===== config.mk =====
export PLATFORM = sky130hd
export DESIGN_NAME = switch_debounce4
export DESIGN_NICKNAME = d
export VERILOG_FILES = /design/src/rtl/switch_debounce4.sv
export SDC_FILE = /design/constraint.sdc
export NUM_CORES = 1
export LEC_CHECK = 0
export BUFFER_PORTS_ARGS = -buffer_cell sky130_fd_sc_hd__buf_2
export CAP_MARGIN = 10
export CORE_MARGIN = 3
export CORE_UTILIZATION = 55
export DETAILED_ROUTE_END_ITERATION = 7
export GPL_ROUTABILITY_DRIVEN = 0
export GPL_TIMING_DRIVEN = 0
export PLACE_DENSITY = 0.75
export RECOVER_POWER = 100
export SKIP_CTS_REPAIR_TIMING = 1
export SLEW_MARGIN = 0
export SYNTH_ARGS = -nofsm -noshare
export SYNTH_HDL_FRONTEND = slang
export SYNTH_SLANG_ARGS = --single-unit

===== constraint.sdc =====
create_clock -name clk -period 1.75 [get_ports clk]
set_input_delay 0.175 -clock clk [delete_from_list [all_inputs] [get_ports clk]]
set_output_delay 0.175 -clock clk [all_outputs]
set_load 0.1 [all_outputs]

===== src/rtl/switch_debounce4.sv =====
// switch_debounce4: 2-flop synchroniser and per-channel debounce for four switches, with
// registered levels a..d and a one-cycle change strobe. Auto-scan mode under SWDB_AUTOSCAN_EN.
module switch_debounce4 #(
    parameter int unsigned CNT_MAX  = 12000,
    parameter int unsigned CNT_W    = 14,
    parameter int unsigned SCAN_DIV = 12000000
) (
    input  logic       clk,
    input  logic       rst_n,
    input  logic [3:0] sw_in,
    input  logic       scan_sel,
    output logic       a,
    output logic       b,
    output logic       c,
    output logic       d,
    output logic       changed
);

    localparam logic [CNT_W-1:0] CNT_LAST = CNT_W'(CNT_MAX - 1);
    localparam int unsigned DIV_W = (SCAN_DIV > 1) ? $clog2(SCAN_DIV) : 1;

    logic [3:0]       r_sync1;
    logic [3:0]       r_sync2;
    logic [3:0]       r_db;
    logic [3:0]       w_db_d;
    logic [3:0]       w_src;
    logic [3:0]       r_out;
    logic             r_chg;
    logic [CNT_W-1:0] r_cnt   [4];
    logic [CNT_W-1:0] w_cnt_d [4];

    // Any sample matching the debounced level restarts that channel's count.
    always_comb begin
        w_db_d = r_db;
        for (int i = 0; i < 4; i++) begin
            w_cnt_d[i] = '0;
            if (r_sync2[i] != r_db[i]) begin
                if (r_cnt[i] == CNT_LAST) begin
                    w_db_d[i] = r_sync2[i];
                end else begin
                    w_cnt_d[i] = r_cnt[i] + 1'b1;
                end
            end
        end
    end

    always_ff @(posedge clk or negedge rst_n) begin
        if (!rst_n) begin
            r_sync1 <= '0;
            r_sync2 <= '0;
            r_db    <= '0;
            r_out   <= '0;
            r_chg   <= 1'b0;
            for (int i = 0; i < 4; i++) begin
                r_cnt[i] <= '0;
            end
        end else begin
            r_sync1 <= sw_in;
            r_sync2 <= r_sync1;
            r_db    <= w_db_d;
            r_out   <= w_src;
            r_chg   <= (w_src != r_out);
            for (int i = 0; i < 4; i++) begin
                r_cnt[i] <= w_cnt_d[i];
            end
        end
    end

`ifdef SWDB_AUTOSCAN_EN
    logic [DIV_W-1:0] r_scan_div;
    logic [3:0]       r_scan_code;

    always_ff @(posedge clk or negedge rst_n) begin
        if (!rst_n) begin
            r_scan_div  <= '0;
            r_scan_code <= '0;
        end else if (!scan_sel) begin
            r_scan_div  <= '0;
            r_scan_code <= '0;
        end else if (r_scan_div == DIV_W'(SCAN_DIV - 1)) begin
            r_scan_div  <= '0;
            r_scan_code <= r_scan_code + 4'd1;
        end else begin
            r_scan_div  <= r_scan_div + 1'b1;
        end
    end

    assign w_src = scan_sel ? r_scan_code : r_db;
`else
    // scan_sel has no function in this build.
    logic [DIV_W:0] w_unused_cfg;
    assign w_unused_cfg = {scan_sel, {DIV_W{1'b0}}};
    assign w_src = r_db;
`endif

    assign {a, b, c, d} = r_out;
    assign changed      = r_chg;

endmodule


Word-level counts from Yosys, hierarchy flattened
Index checks and enable logic that the tools add are counted.
Storage, ports and cells
  flip-flop bits (word level): 73
  bits in latches: 0
  RAM bits: 0
  bits in read-only memories: 0
  input port bits: 7
  word-level logic and storage cells: 37
  memories kept: 0
Operators by class
  add/sub/neg operators: 4
  multiply operators: 0
  div/mod/pow operators: 0
  order comparisons: 0
  eq/ne operators: 9
  shifts and indexed selects: 0
  muxes and demuxes: 8
  bitwise logic cells: 0
  reductions and logical operators: 4
Operators by type and width (number)
  14-bit 2-to-1 mux: 8
  14-bit by 1-bit adder with 14-bit output, second input constant: 4
  14-bit == test, second input constant: 4
  2-bit AND reduction: 4
  1-bit != test: 4
  4-bit != test: 1

Depth between registers and ports, before layout
  depth after elaboration: 3
  gate-level depth with buffers: 6
  mapped depth without buffers: 5

Worst setup path before layout
OpenSTA, ideal clock, no wires.
  path kind: reg2reg
  start: register r_cnt[28] in the netlist's numbering
  end: register r_cnt[33] in the netlist's numbering
  library setup time: 0.121 ns
  arrival: 1.608 ns
  data required time: 1.629 ns
  path slack: 0.021 ns
  cell stages (with the launch flop): 7
  path buffers: 1
  clock period less this slack: 1.729 ns
  path through: dfrtp_1 > ha_1 > nor4b_1 > nand3_1 > o21ai_0 > buf_2 > nor2_1
RTL lines
  start: declaration: line 29  | logic [CNT_W-1:0] r_cnt [4];
  start signal: indexed assignment: line 64  | r_cnt[i] <= w_cnt_d[i];

Worst setup path in the final report
  start: register r_cnt[28] in the netlist's numbering
  end: register r_db[1]
On the way
  cells in the longest elaborated chain, start to end: 2
Ends and longest elaborated chain
  14-bit == test: line 38  | if (r_cnt[i] == CNT_LAST) begin
  2-bit AND reduction (no source line)
  end signal: assignment: line 60  | r_db <= w_db_d;
  end: declaration: line 24  | logic [3:0] r_db;
Every way passes these cells.
A chain may end at the register's enable or synchronous reset.

==> results_dict.tcl <==
set metrics [dict create \
    dieArea_um2 6942 \
    dp_slack_ns -0.3479 \
    crit_arrival_ns 1.90 \
    insertion_delay_ns 0.33 \
    busiest_layer "met2" \
    wl_per_cell_um 13.07 \
    synth_cell_type_count 25 \
    layout_setup_ws_ns 0.07006 \
    ys_warn_count 0 \
    grt-ovfl-total 0 \
    numCtsBuffers 9 \
    synth_ff_type "dfrtp_1" \
    violations "hold timing" \
    n_antenna_cell 0 \
    grt_pass1_vias 2121 \
    startpoint_type "flip-flop" \
    use_met1_pct 22.58 \
    timing.rr.start "r_cnt[28]$_DFF_PN0_" \
    status "complete, but fails checks" \
    grt_antenna_before_repair 0 \
    async_flop_share_pct 100.0 \
    post-route-min-period_ns 1.680 \
    via_per_inst 5.364 \
    p_leak_nw 1.601 \
    ys_ff_latch 73 \
    synth_top_area_share_pct 55.56 \
    drc 0 \
    drv_cap 0 \
    setup-violations-final 0 \
    synth_edf_count 0 \
    cts_sinks 73 \
    layout-drive-gt1-share_pct 12.83 \
    hp-class "input port to asynchronous set/reset pin" \
    finClkSkew_ns 0.007324 \
    first_pass_iters 4 \
    rsz0062_at_grt "no" \
    slew_headroom_pct 42.22 \
    rows 27 \
    holdWs_ns -0.05563 \
    path_max_fanout 7 \
    detail-route-antenna-nets 0 \
    die_w_um 83.32 \
    core_area_um2 5642 \
    area_growth_pct 14.00 \
    synth_nets 325 \
    yosysTopAreaCell "dfrtp_1" \
    cts_tree "yes" \
    worst_pin_slew_ns 0.8668 \
    worst-setup-path-type "flip-flop to flip-flop" \
    yosysMostFrequentCell "dfrtp_1" \
    die_h_um 83.32 \
    drt_wl_total_um 5424 \
    path_clk_slew_ns 0.07 \
    syn_avg_cell_area_um2 10.61 \
    syn_area_um2 3288 \
    via_count 2226 \
    power.density_nw_per_um2 815.7 \
    drtIter0Drc 87 \
    htreeDepth 3 \
    synth-seq-area-share_pct 55.56 \
    pin_count 12 \
    clk_path_buf_depth 2 \
    grt_use_met3_pct 3.869 \
    synthCells 310 \
    ys_top_cells_by_count "dfrtp_1, nor2_1, xnor2_1" \
    max_freq_ghz 0.5953 \
    initial_core_util_pct 58.28 \
    peakVddDrop_mv 0.5718 \
    finalSetupTns_ns 0 \
    grt_usage_pct 16.70 \
    use_met2_pct 25.66 \
    crit_required_ns 1.98 \
    grt_first_pass_wirelength_um 9425 \
    hpwl_um 3506 \
    startpoint "r_cnt[28]$_DFF_PN0_" \
    port_buffers 10 \
    grt_max_degree 74 \
    synthTopCellsByArea "dfrtp_1, xnor2_1, nor2_1, xor2_1, nand3_1" \
    cts_root_buf "clkbuf_8" \
    finalHoldViolations 73 \
    layout.nets 353 \
    period_share_pct 96.00 \
    drv_slew 0 \
    cp-end-kind "flip-flop" \
]
state kept, by name (all words and copies together) (netlist names):
signal and cells:
r_sync1 4, changed 1, r_cnt 56, r_out 4, r_db 4, r_sync2 4
critical path, cell delays in order, from the launching register on:
cell,delay (ns)
dfrtp_2,0.42
ha_1,0.24
nor4b_4,0.22
nand3_1,0.19
nor2_1,0.16
mux2_2,0.34
layer usage:
metal  wire length [µm]  up-vias
met5                  0        -
met4                100        0
met3                138        9
met2               2549       21
met1               2635     1088
li1                   -     1108
cell type report:
cell class,count,area (µm²)
multi-input combinational,224,1475
inverter,9,33.78
clock inverter,2,12.51
clock buffer,14,162.7
timing repair buffer,18,118.9
sequential,73,1829
tap,72,90.09
fill,424,1893
buffer,3,26.28
logic make-up (layout without fill, tap and decap cells):
group,after synthesis,in the layout,share of synthesized area (%)
buffers and inverters,13,46,1.826
DFF,73,73,55.56
AOI/OAI and AO/OA,2,2,0.4185
xor gates and xnor gates,56,56,14.92
and+or+nand+nor,154,154,22.87
adders and majority gates,8,8,3.044
muxes,4,4,1.370
where the power goes:
part,internal (mW),switching [mW],leakage [nW]
sequential,1.72,0.0348,0.989
clock,0.592,0.576,0.0867
combinational,0.0531,0.0822,0.525
stage by stage:
stage / utilization [%] / area (µm²) / power (mW) / instances / hold WS (ns)
2_1_floorplan: - / 3288 / 1.845 / 310 / -0.1206
3_3_place_gp: 60.77 / 3428 / 1.901 / 392 / 0.2828
3_5_place_dp: 60.81 / 3431 / 1.905 / 392 / 0.2847
4_1_cts: 63.92 / 3606 / 3.070 / 408 / -0.06706
5_1_grt: 66.44 / 3749 / 3.192 / 415 / 0.02890
6_report: 66.44 / 3749 / 3.058 / 415 / -0.05563
cells in the final DEF (no fill, tap or decap), drive strengths merged, types with 2 or more instances in the layout:
master,instances
dfrtp,73
nor2,65
xnor2,38
nand3,22
clkbuf,22
xor2,18
nand4,17
nand2,14
nor4,13
nor3,11
inv,9
buf,9
ha,8
mux2,4
dlygate4sd3,4
and3,3
and4,2
nand2b,2
final timing paths:
kind | cells past startpoint | slack [ns] | endpoint
max | 5 | 0.07 | r_db[1]$_DFFE_PN0P_
min | 1 | -0.06 | r_cnt[50]$_DFF_PN0_
max reg2reg | 5 | 0.07 | r_db[1]$_DFFE_PN0P_
min reg2reg | 0 | 0.35 | r_sync2[3]$_DFF_PN0_
max in group asynchronous | 1 | 1.19 | r_cnt[28]$_DFF_PN0_
min in group clk | 0 | 0.35 | r_sync2[3]$_DFF_PN0_
Power figures use the tool's default switching activity.
